==> src/rtl/alt_vipitc121_mode_update_pkg.sv <==
// Shared types and constants for the mode-update controller: the FSM state
// encoding, the strobe counter width and the strobe-length legality check.
package alt_vipitc121_mode_update_pkg;

    typedef enum logic [1:0] {
        IDLE    = 2'd0,
        PENDING = 2'd1,
        LOAD    = 2'd2,
        DONE    = 2'd3
    } mode_state_t;

    localparam int LOAD_CNT_W = 4;

    // A load strobe must last between 1 and 16 cycles to fit the 4-bit counter.
    function automatic bit load_cycles_legal(input int cycles);
        return (cycles >= 1) && (cycles <= 16);
    endfunction

endpackage

==> src/rtl/alt_vipitc121_mode_update_ctrl_if.sv <==
// Request/strobe bundle between the sync-domain control logic and the
// mode-update controller. The master side raises requests and watches the
// strobe/ack outputs; the slave side is the controller itself.
interface alt_vipitc121_mode_update_ctrl_if;

    logic enable;
    logic trigger;
    logic frame_boundary;
    logic update_load;
    logic update_busy;
    logic coalesced;
    logic done_toggle;
    logic timeout_flag;

    modport master (
        output enable,
        output trigger,
        output frame_boundary,
        input  update_load,
        input  update_busy,
        input  coalesced,
        input  done_toggle,
        input  timeout_flag
    );

    modport slave (
        input  enable,
        input  trigger,
        input  frame_boundary,
        output update_load,
        output update_busy,
        output coalesced,
        output done_toggle,
        output timeout_flag
    );

endinterface

==> src/rtl/alt_vipitc121_mode_update_timer.sv <==
// Clearable, saturating up-counter. tc is high during a counting cycle whose
// current count equals TERMINAL, so the owner can act on that same cycle.
module alt_vipitc121_mode_update_timer #(
    parameter int CNT_WIDTH = 21,
    parameter int TERMINAL  = (1 << 20) - 1
) (
    input  logic clk,
    input  logic rst_n,
    input  logic clear,
    input  logic inc,
    output logic tc
);

    localparam logic [CNT_WIDTH-1:0] TERM_VAL = CNT_WIDTH'(TERMINAL);

    logic [CNT_WIDTH-1:0] count;

    // Clear has priority; counting stops at all-ones instead of wrapping.
    always_ff @(posedge clk or negedge rst_n) begin
        if (!rst_n) begin
            count <= '0;
        end else if (clear) begin
            count <= '0;
        end else if (inc && (count != {CNT_WIDTH{1'b1}})) begin
            count <= count + 1'b1;
        end
    end

    assign tc = inc && (count == TERM_VAL);

endmodule

==> src/rtl/alt_vipitc121_mode_update_ctrl.sv <==
// Mode-update controller in the video/sync clock domain. Holds a trigger
// until the next frame boundary, issues a LOAD_CYCLES-wide register-load
// strobe, then flips done_toggle as the acknowledge level. Triggers arriving
// while a request is outstanding are merged and reported on coalesced.
// Optional feature macro: ALT_VIPITC121_UPDATE_TIMEOUT_EN adds a PENDING
// timeout that forces the update after TIMEOUT_CYCLES without a boundary.
module alt_vipitc121_mode_update_ctrl
    import alt_vipitc121_mode_update_pkg::*;
#(
    parameter int LOAD_CYCLES    = 1,
    parameter int TIMEOUT_CYCLES = 1 << 20,
    parameter int CNT_WIDTH      = 21
) (
    input logic                             clk,
    input logic                             rst_n,
    alt_vipitc121_mode_update_ctrl_if.slave bus
);

    // An out-of-range strobe length falls back to a single-cycle strobe.
    localparam bit LOAD_OK = load_cycles_legal(LOAD_CYCLES);
    localparam logic [LOAD_CNT_W-1:0] LOAD_LAST =
        LOAD_OK ? LOAD_CNT_W'(LOAD_CYCLES - 1) : '0;

    mode_state_t           state;
    logic [LOAD_CNT_W-1:0] load_cnt;
    logic                  rearm;
    logic                  update_load_q;
    logic                  busy_q;
    logic                  coalesced_q;
    logic                  toggle_q;
    logic                  timeout_q;
    logic                  force_load;

`ifdef ALT_VIPITC121_UPDATE_TIMEOUT_EN
    logic timer_clear;
    logic timer_inc;

    // The timer is held at zero outside PENDING, so it restarts on every entry.
    assign timer_clear = (state != PENDING);
    assign timer_inc   = (state == PENDING);

    alt_vipitc121_mode_update_timer #(
        .CNT_WIDTH (CNT_WIDTH),
        .TERMINAL  (TIMEOUT_CYCLES - 1)
    ) u_timer (
        .clk   (clk),
        .rst_n (rst_n),
        .clear (timer_clear),
        .inc   (timer_inc),
        .tc    (force_load)
    );
`else
    logic unused_cfg;

    assign unused_cfg = ^{TIMEOUT_CYCLES, CNT_WIDTH};
    assign force_load = 1'b0;
`endif

    // Single FSM with registered outputs; every decision shows up next cycle.
    always_ff @(posedge clk or negedge rst_n) begin
        if (!rst_n) begin
            state         <= IDLE;
            load_cnt      <= '0;
            rearm         <= 1'b0;
            update_load_q <= 1'b0;
            busy_q        <= 1'b0;
            coalesced_q   <= 1'b0;
            toggle_q      <= 1'b0;
            timeout_q     <= 1'b0;
        end else begin
            coalesced_q <= 1'b0;
            timeout_q   <= 1'b0;
            case (state)
                IDLE: begin
                    if (bus.trigger && bus.enable) begin
                        state  <= PENDING;
                        busy_q <= 1'b1;
                    end
                end
                PENDING: begin
                    if (!bus.enable) begin
                        state  <= IDLE;
                        busy_q <= 1'b0;
                        rearm  <= 1'b0;
                    end else begin
                        coalesced_q <= bus.trigger;
                        if (bus.frame_boundary || force_load) begin
                            state         <= LOAD;
                            load_cnt      <= '0;
                            update_load_q <= 1'b1;
                            timeout_q     <= !bus.frame_boundary;
                        end
                    end
                end
                LOAD: begin
                    if (bus.trigger) begin
                        if (rearm) begin
                            coalesced_q <= 1'b1;
                        end else begin
                            rearm <= 1'b1;
                        end
                    end
                    if (load_cnt == LOAD_LAST) begin
                        state         <= DONE;
                        update_load_q <= 1'b0;
                        toggle_q      <= ~toggle_q;
                    end else begin
                        load_cnt <= load_cnt + 1'b1;
                    end
                end
                DONE: begin
                    if (rearm || bus.trigger) begin
                        state <= PENDING;
                        if (rearm && bus.trigger) begin
                            coalesced_q <= 1'b1;
                        end
                    end else begin
                        state  <= IDLE;
                        busy_q <= 1'b0;
                    end
                    rearm <= 1'b0;
                end
                default: begin
                    state <= IDLE;
                end
            endcase
        end
    end

    assign bus.update_load  = update_load_q;
    assign bus.update_busy  = busy_q;
    assign bus.coalesced    = coalesced_q;
    assign bus.done_toggle  = toggle_q;
    assign bus.timeout_flag = timeout_q;

endmodule

==> src/flat_wrapper.sv <==
// flat-port wrapper written by rule: the top's interface ports become plain ports
module alt_vipitc121_mode_update_ctrl_flat import alt_vipitc121_mode_update_pkg::*;
#(
    parameter int LOAD_CYCLES    = 1,
    parameter int TIMEOUT_CYCLES = 1 << 20,
    parameter int CNT_WIDTH      = 21
)
  (clk, rst_n, bus_enable, bus_trigger, bus_frame_boundary, bus_update_load, bus_update_busy, bus_coalesced, bus_done_toggle, bus_timeout_flag);
  alt_vipitc121_mode_update_ctrl_if bus_i ();
  input logic clk;
  input logic rst_n;
  input wire logic [$bits(bus_i.enable)-1:0] bus_enable;
  input wire logic [$bits(bus_i.trigger)-1:0] bus_trigger;
  input wire logic [$bits(bus_i.frame_boundary)-1:0] bus_frame_boundary;
  output wire logic [$bits(bus_i.update_load)-1:0] bus_update_load;
  output wire logic [$bits(bus_i.update_busy)-1:0] bus_update_busy;
  output wire logic [$bits(bus_i.coalesced)-1:0] bus_coalesced;
  output wire logic [$bits(bus_i.done_toggle)-1:0] bus_done_toggle;
  output wire logic [$bits(bus_i.timeout_flag)-1:0] bus_timeout_flag;
  assign bus_i.enable = bus_enable;
  assign bus_i.trigger = bus_trigger;
  assign bus_i.frame_boundary = bus_frame_boundary;
  assign bus_update_load = bus_i.update_load;
  assign bus_update_busy = bus_i.update_busy;
  assign bus_coalesced = bus_i.coalesced;
  assign bus_done_toggle = bus_i.done_toggle;
  assign bus_timeout_flag = bus_i.timeout_flag;
  alt_vipitc121_mode_update_ctrl #(.LOAD_CYCLES(LOAD_CYCLES), .TIMEOUT_CYCLES(TIMEOUT_CYCLES), .CNT_WIDTH(CNT_WIDTH)) u_core (.clk(clk), .rst_n(rst_n), .bus(bus_i));
endmodule
==> config.mk <==
export PLATFORM = sky130hd
export DESIGN_NAME = alt_vipitc121_mode_update_ctrl_flat
export DESIGN_NICKNAME = d
export VERILOG_FILES = /design/src/rtl/alt_vipitc121_mode_update_pkg.sv /design/src/rtl/alt_vipitc121_mode_update_ctrl_if.sv /design/src/rtl/alt_vipitc121_mode_update_timer.sv /design/src/rtl/alt_vipitc121_mode_update_ctrl.sv /design/src/flat_wrapper.sv
export SDC_FILE = /design/constraint.sdc
export NUM_CORES = 1
export LEC_CHECK = 0
export ABC_CLOCK_PERIOD_IN_PS = 2000
export CORE_AREA = 2 2 39 41
export CTS_CLUSTER_DIAMETER = 200
export DETAILED_ROUTE_END_ITERATION = 10
export DIE_AREA = 0 0 41 43
export DONT_BUFFER_PORTS = 1
export HOLD_SLACK_MARGIN = 0.15
export MAX_ROUTING_LAYER = met4
export PLACE_DENSITY = 0.73
export SYNTH_ARGS = -nofsm -noshare
export SYNTH_HDL_FRONTEND = slang
export SYNTH_SLANG_ARGS = --single-unit
export TNS_END_PERCENT = 50
==> constraint.sdc <==
create_clock -name clk -period 2 [get_ports clk]
set_clock_uncertainty 0.1 [all_clocks]
set_input_delay 0.4 -clock clk [delete_from_list [all_inputs] [get_ports clk]]
set_output_delay 0.4 -clock clk [all_outputs]
set_load 0.005 [all_outputs]
==> Word level (Yosys, flattened, before mapping) <==
Cells that the tools add are included.
{ "word_totals": {"register_bits": 12, "out_inout_bits": 5, "inputBits": 5} }
{ "classes": {"n_bitwise": 1, "n_eq_ne": 12, "n_reduce_logical": 15, "n_addsub": 1, "n_mux": 29} }
{ "op_table": {"columns": ["operator", "n"], "rows": [
  ["2-to-1 mux 1 bit", 16],
  ["2-to-1 mux 4 bit", 3],
  ["inequality test 2 bit (second input constant)", 6],
  ["AND reduction 4 bit", 3],
  ["case mux 1 bit (3 select lines)", 3],
  ["2-to-1 mux 2 bit", 4],
  ["case mux 2 bit (4 select lines)", 1],
  ["case mux 4 bit (2 select lines)", 1],
  ["AND reduction 3 bit", 2],
  ["nonzero test 3 bit", 2],
  ["adder 4 x 1 -> 4 bit (second input constant)", 1],
  ["== test 2 bit (second input constant)", 2],
  ["zero test 4 bit", 1],
  ["inequality test 2 x 1 -> 1 bit (second input constant)", 2],
  ["inequality test 3 bit (second input constant)", 1],
  ["== test 2 x 1 -> 1 bit (second input constant)", 1],
  ["logical AND 1 bit", 2],
  ["zero test 2 bit", 1],
  ["case mux 1 bit (2 select lines)", 1],
  ["AND reduction 2 bit", 1],
  ["nonzero test 2 bit", 1],
  ["zero test 1 bit", 1],
  ["logical OR 1 bit", 1],
  ["inverter 1 bit", 1]
]} }

==> Longest topological paths before layout <==
Gate-level depths: netlist (run 1).
{ "depth": {"depth_word": 4, "mapped_depth": 6, "ltp_nobuf": 5} }

==> Least setup slack after synthesis (run 1) <==
No wires, ideal clock.
{ "synth_timing": {"kind": "register to register", "from": "reg u_core.state[0]", "to": "reg u_core.coalesced_q, in the netlist u_core.bus.coalesced", "path_stages_with_launch": 6, "required_ns": 1.780, "arrival_time_ns": 1.379, "path_buffers": 0, "period_less_slack_ns": 1.599, "slack_ns": 0.401, "cell_sequence": "dfrtp_1 inv_1 ha_1 mux2_1 a22o_1 and3_1"} }
{ "synth_between": {"elab_chain_cells": 2, "word_cells_on_any_way": 4} }
{ "synth_lines": {"columns": ["element", "line", "text"], "rows": [
  ["start, declared", "alt_vipitc121_mode_update_ctrl.sv:24", "mode_state_t state;"],
  ["start signal, assigned", "alt_vipitc121_mode_update_ctrl.sv:62", "state <= IDLE;"],
  ["start signal, assigned", "alt_vipitc121_mode_update_ctrl.sv:76", "state <= PENDING;"],
  ["start signal, assigned", "alt_vipitc121_mode_update_ctrl.sv:82", "state <= IDLE;"],
  ["== test 2 bit / == test 2 x 1 -> 1 bit (equally long branches)", "alt_vipitc121_mode_update_ctrl.sv:73", "case (state)"],
  ["case mux 1 bit (3 select lines) (*)", "alt_vipitc121_mode_update_ctrl.sv:73", null],
  ["end signal, assigned", "alt_vipitc121_mode_update_ctrl.sv:86", "coalesced_q <= bus.trigger;"],
  ["end, declared", "alt_vipitc121_mode_update_ctrl.sv:29", "logic coalesced_q;"]
]} }
Mark *: on every way between the ends. The rest lies on a longest branch, timed or not.
A chain may end at the register's enable or synchronous reset.

==> Worst setup path in the final report (run 1) <==
Ends and elaborated chain as after synthesis.

==> metrics.md, run 1 <==
| Metric | Value |
|---|---|
| First-pass GRT wire length | 2620 um |
| Seq/Total Area, Yosys | 36.2% |
| Most frequent cell after synthesis | dfrtp_1 |
| Antenna diodes | 0 |
| Hold Path Origin | bus_trigger |
| Met3 WL post-DR | 60 um |
| Sum of negative setup slack | 0 ns |
| Maximum vdd drop | 0.000679 V |
| Total GRT Usage | 23.0% |
| Min Tclk post-route | 1.72 ns |
| Share of the synthesized area in the top cell type | 36.2% |
| Synth area leader | dfrtp_1 |
| Post-synthesis cell area | 759 sq um |
| Final design instance area without fill | 811 sq um |
| Final hold viol count | 0 |
| Net switching power | 501 uW |
| Global route total overflow | 0 |
| Status | finished clean |
| Syn-to-layout area delta | 6.75% |
| Share of post-route cells with drive strength above 1 | 11.0% |
| Internal reg-to-reg setup slack | 0.28 ns |
| Clock Sink Count | 11 |
| Reg2reg start | u_core.state[0]$_DFFE_PN0P_ |
| Number of flops mapped to enable cells by yosys | 0 |
| CTS tree | yes |
| Die Y | 43 um |
| Num CTS Buffers | 3 |
| Fill cell count | 129 |
| IO Port Bufs | 0 |
| Rel. slew slack | 64.5% |
| DIE AREA | 0.00176 sq mm |
| Final critical-path share of the clock period | 85.9% |
| Core area | 0.00138 sq mm |
| Largest net degree at the start of global routing | 13 |
| Clk network pwr share | 13.6% |
| Antenna-violating nets left | 0 |
| Reg clk slew, reported paths | 0.08 ns |
| # DRC | 0 |
| WHS Endpoint | u_core.bus.coalesced$_DFF_PN0_ |
| Yosys warns | 0 |
| Post-DP Area | 774 sq um |
| Setup violations, final | 0 |
| Maximum clock rate | 582 MHz |
| Vias in the first global route | 581 |
| DR top layer | met4 |
| Worst reg2reg path depth | 5 |
| Met1 wire length | 662 um |
| Vias | 592 |
| Mapped Cells | 78 |
| GP Congestion | 0.779 |
| Crit path DAT | 1.80 ns |
| Post-synthesis async set-or-reset flop share | 100% |
| Synth unique cells | 36 |
| Initial core utilization | 54.9% |
| Htree depth | 1 |
| Logic pwr share | 52.9% |
| Pwr Density | 1440 mW/mm^2 |
| FP Rows | 14 |
| Vias per std cell | 6.04 |
| Synth top area cells | dfrtp_1, ha_1, inv_1, mux2_1, nand3_1 |
| Switch share | 42.8% |
| DR WL met2 | 797 um |
| Critical path fanouts, max | 4 |
| Seq pwr share | 33.5% |
| Max-cap check violation count | 0 |
| # IOs | 10 |
| RSZ-0062 raised after global routing | false |
| Die W | 41 um |
| Syn Nets | 90 |
| Per-cell routed wire length | 16.0 um |
| Cell count of the worst hold path | 1 |
| DR pass1 iterations | 4 |
| WS Path Type | reg2reg |
| Hpwl dp | 1130 um |
| Seq cells post-synth | 11 |
| Clock Tree Buf Depth | 2 |
| Main synth FF type | dfrtp_1 |
| Worst Tran Pin Value | 0.530 ns |
| Clk_lat worst skew | 0.28 ns |
| Startpoint types | flop |
| Initial antenna violation count | 0 |
| Worst Path Required | 2.08 ns |
| Critical path capture point type | flop |
| Fin nets | 95 |
| Commonest cells post-synth | dfrtp_1, ha_1, inv_1 |
| Hold Path Class | in2reg |
| Root Buffer | clkbuf_4 |
| Total wire length | 1570 um |
| Leak pwr | 0.000359 uW |
| Int Power | 668 uW |
| RR Endpoint | u_core.bus.coalesced$_DFF_PN0_ |
| Syn_area_per_cell | 9.74 sq um |
| Initial DRC count | 9 |
| Pins Over Slew Limit | 0 |
-- sequential cells by signal, indices dropped and copies added, names as in the netlist, named ones only --
name	cells
u_core.bus.done_toggle	1
u_core.state	1
u_core.bus.update_busy	1
u_core.bus.update_load	1
u_core.bus.coalesced	1
u_core.rearm	1
u_core.load_cnt	4
-- worst max path at each step --
stage	slack (ns)	cells past startpoint	to	startpoint
2_1_floorplan	0.40	5	u_core.bus.coalesced$_DFF_PN0_	u_core.state[0]$_DFFE_PN0P_
3_3_place_gp	0.39	5	u_core.bus.coalesced$_DFF_PN0_	u_core.state[0]$_DFFE_PN0P_
3_5_place_dp	0.31	5	u_core.bus.coalesced$_DFF_PN0_	u_core.state[0]$_DFFE_PN0P_
4_1_cts	0.30	5	u_core.bus.coalesced$_DFF_PN0_	u_core.state[0]$_DFFE_PN0P_
5_1_grt	0.20	5	u_core.bus.coalesced$_DFF_PN0_	u_core.state[0]$_DFFE_PN0P_
6_report	0.28	5	u_core.bus.coalesced$_DFF_PN0_	u_core.state[0]$_DFFE_PN0P_
-- per-layer routing --
metal,vias up,track usage (%)
met5,-,-
met4,0,12.7
met3,6,5.76
met2,17,33.1
met1,277,28.6
li1,292,-
-- power groups by stage --
stage	Sequential (uW)	Clock (uW)	Combinational, uW
after floorplan	371	0	477
after global placement	387	0	572
after detailed placement	394	0	597
after CTS	389	157	610
after global routing	401	172	685
final	392	159	618
-- final cells by class --
class	instances	area [sq um]	area share [%]
inverters	6	22.5	2.78
repair buffers	3	25.0	3.09
well taps	16	20.0	2.47
multi-input cells	58	442	54.5
clock buffers	4	26.3	3.24
flip-flops and latches	11	275	34.0
-- cell usage in the layout, fill, tap and decap left out, drive strengths merged, types with 2 or more instances in the layout --
cell	instances
a21boi	2
ha	7
nor2	3
a22o	2
nand3	4
clkbuf	4
inv	6
o211ai	2
a31oi	2
nand4b	2
nand2	5
buf	2
o21ai	4
mux2	2
o311ai	2
dfrtp	11
nor2b	2
-- kinds of logic (layout without fill, tap and decap cells) --
kind of cell / count (synthesis) / in the layout / share of synthesized area, %
and+or+nand+nor: 26 / 26 / 21.4
AOI/OAI and AO/OA: 20 / 20 / 19.3
DFF: 11 / 11 / 36.2
buffers and inverters: 9 / 13 / 5.60
adders and majority gates: 7 / 7 / 11.5
muxes: 3 / 3 / 4.28
other: 1 / 1 / 0.494
xor gates and xnor gates: 1 / 1 / 1.15
-- critical path, cell delays in order, from the launching register on --
cell and delay (ns):
dfrtp_1 0.42, inv_1 0.14, ha_1 0.23, mux2_1 0.35, a22o_1 0.20, and3_1 0.18
-- timing repair --
item / 4_1_cts / 5_1_grt
gates resized for setup: 0 / 0
setup buffers: 0 / 0
endpoints found under the hold margin: 11 / 0
hold buffers: 1 / 0
-- through the flow --
stage          utilization, %  power, uW  instances  worst slack [ns]  hold WS [ns]
2_1_floorplan               -        848         78             0.401       0.00441
3_3_place_gp             56.0        959         93             0.391       0.00459
3_5_place_dp             56.0        990         93             0.309       0.00462
4_1_cts                  58.6       1160         98             0.295         0.174
5_1_grt                  58.6       1260         98             0.203         0.173
6_report                 58.6       1170         98             0.282         0.168
(Power assumes the default switching activity.)
==> inputs of run 2 (changes only) <==
- CORE_AREA: 2 2 39 41 -> not set
- CORE_MARGIN: not set -> 2
- CORE_UTILIZATION: not set -> 42
- DIE_AREA: 0 0 41 43 -> not set
- PLACE_DENSITY: 0.73 -> not set
==> metrics.md, run 2 (synthesized netlist as in run 1, its figures left out) <==
| Metric | Value |
|---|---|
| Max-cap check violation count | 0 |
| Most frequent cells in the layout | dfrtp_1, ha_1, inv_1 |
| Logic pwr share | 52.6% |
| Die Y | 46.5 um |
| Int Power | 663 uW |
| Antenna diodes | 0 |
| Setup bufs post-CTS | 0 |
| Critical path capture point type | flop |
| Num CTS Buffers | 3 |
| Final critical-path share of the clock period | 82.8% |
| Core area | 0.00171 sq mm |
| Min Tclk post-route | 1.66 ns |
| Root Buffer | clkbuf_4 |
| Per-cell routed wire length | 13.2 um |
| Worst Tran Pin Value | 0.503 ns |
| Max reg flops | 4 |
| Clk_lat worst skew | 0.26 ns |
| Largest net degree at the start of global routing | 13 |
| Share of post-route cells with drive strength above 1 | 11.0% |
| Vias in the first global route | 582 |
| Setup violations, final | 0 |
| Maximum clock rate | 604 MHz |
| Rel. slew slack | 66.3% |
| Pwr Density | 1370 mW/mm^2 |
| Htree depth | 1 |
| Setup slack after layout | 0.344 ns |
| Vias per std cell | 5.54 |
| Crit path DAT | 1.71 ns |
| Vias | 593 |
| Final core utilization | 48.1% |
| Total wire length | 1410 um |
| DIE AREA | 0.00216 sq mm |
| Seq pwr share | 34.4% |
| Die W | 46.5 um |
| Reg clk slew, reported paths | 0.06 ns |
| Net switching power | 460 uW |
| Pins Over Slew Limit | 0 |
| Switch share | 41.0% |
| Clk network pwr share | 13.0% |
| Maximum vdd drop | 0.000687 V |
| Sum of negative setup slack | 0 ns |
| Status | finished clean |
| IO Port Bufs | 0 |
| WS Path Type | reg2reg |
| CTS tree | yes |
| # IOs | 10 |
| Total GRT Usage | 16.8% |
| Top reg by flops | u_core.load_cnt |
| RSZ-0062 raised after global routing | false |
| Initial antenna violation count | 0 |
| Hold Path Class | in2reg |
| Hpwl dp | 1070 um |
| Clock Tree Buf Depth | 2 |
| Cells after DPL | 102 |
| Initial core utilization | 44.5% |
| Leak pwr | 0.000359 uW |
| Initial DRC count | 3 |
| Final hold viol count | 0 |
| Most common cell after layout, fill and taps aside | dfrtp_1 |
| Startpoint types | flop |
| FP Rows | 15 |
| # DRC | 0 |
| Fin cells | 107 |
| Syn-to-layout area delta | 8.24% |
| Antenna-violating nets left | 0 |
| GP Congestion | 0.789 |
| Setup WS pre-CTS | 0.351 ns |
| Clock Sink Count | 11 |
| Worst Path Required | 2.06 ns |
| DR pass1 iterations | 3 |
| Fin nets | 95 |
| First-pass GRT wire length | 2490 um |
| Global route total overflow | 0 |
| Critical path fanouts, max | 4 |
[run 2: cell counts in the layout (fill, tap and decap cells not counted)]
Identical to the previous run, type by type.
[run 2: through the flow]
stage                     power [uW]  area (sq um)  hold slack, ns
final                           1120           822           0.192
after CTS                       1130           822           0.187
after global placement           968           786         0.00467
after floorplan                  848           759         0.00441
after detailed placement         973           786         0.00468
after global routing            1240           822           0.165
[run 2: what timing repair did]
| item | in CTS | in global routing |
|---|---|---|
| hold buffers | 1 | 0 |
| gates resized for setup | 0 | 0 |
| endpoints found under the hold margin | 11 | 0 |
[run 2: per-layer routing]
metal | up-vias | wire [um] | GRT usage [%]
li1 | 296 | - | -
met1 | 285 | 677 | 19.0
met2 | 10 | 625 | 26.9
met3 | 2 | 95 | 7.84
met4 | 0 | 13 | 3.43
met5 | - | 0 | -
[run 2: critical path, cell delays in order, from the launching register on]
cell	delay [ns]
dfrtp_1	0.41
inv_1	0.13
ha_1	0.24
mux2_1	0.34
a22o_1	0.17
and3_1	0.17
[run 2: area by class of cell]
type	instances	area, sq um
flip-flops and latches	11	275
well taps	25	31.3
inverters	6	22.5
fillers	167	886
clock buffers	4	26.3
multi-input cells	58	442
repair buffers	3	25.0
[run 2: worst paths after layout]
| kind | start | slack, ns | end | cells past startpoint |
|---|---|---|---|---|
| max | u_core.state[0]$_DFFE_PN0P_ | 0.34 | u_core.bus.coalesced$_DFF_PN0_ | 5 |
| min | bus_trigger | 0.19 | u_core.bus.coalesced$_DFF_PN0_ | 1 |
| max reg2reg | u_core.state[0]$_DFFE_PN0P_ | 0.34 | u_core.bus.coalesced$_DFF_PN0_ | 5 |
| min reg2reg | u_core.bus.done_toggle$_DFFE_PN0P_ | 0.40 | u_core.bus.done_toggle$_DFFE_PN0P_ | 1 |
| max in group asynchronous | rst_n | 1.02 | u_core.load_cnt[0]$_DFFE_PN0P_ | 1 |
| min in group asynchronous | rst_n | 0.44 | u_core.bus.coalesced$_DFF_PN0_ | 1 |
[run 2: power groups by stage]
stage               Sequential (uW)  Clock [uW]  Combinational (uW)
CTS                             386         153                 595
floorplan                       371           0                 477
global placement                387           0                 581
finish                          386         146                 591
global route                    400         174                 667
detailed placement              391           0                 583
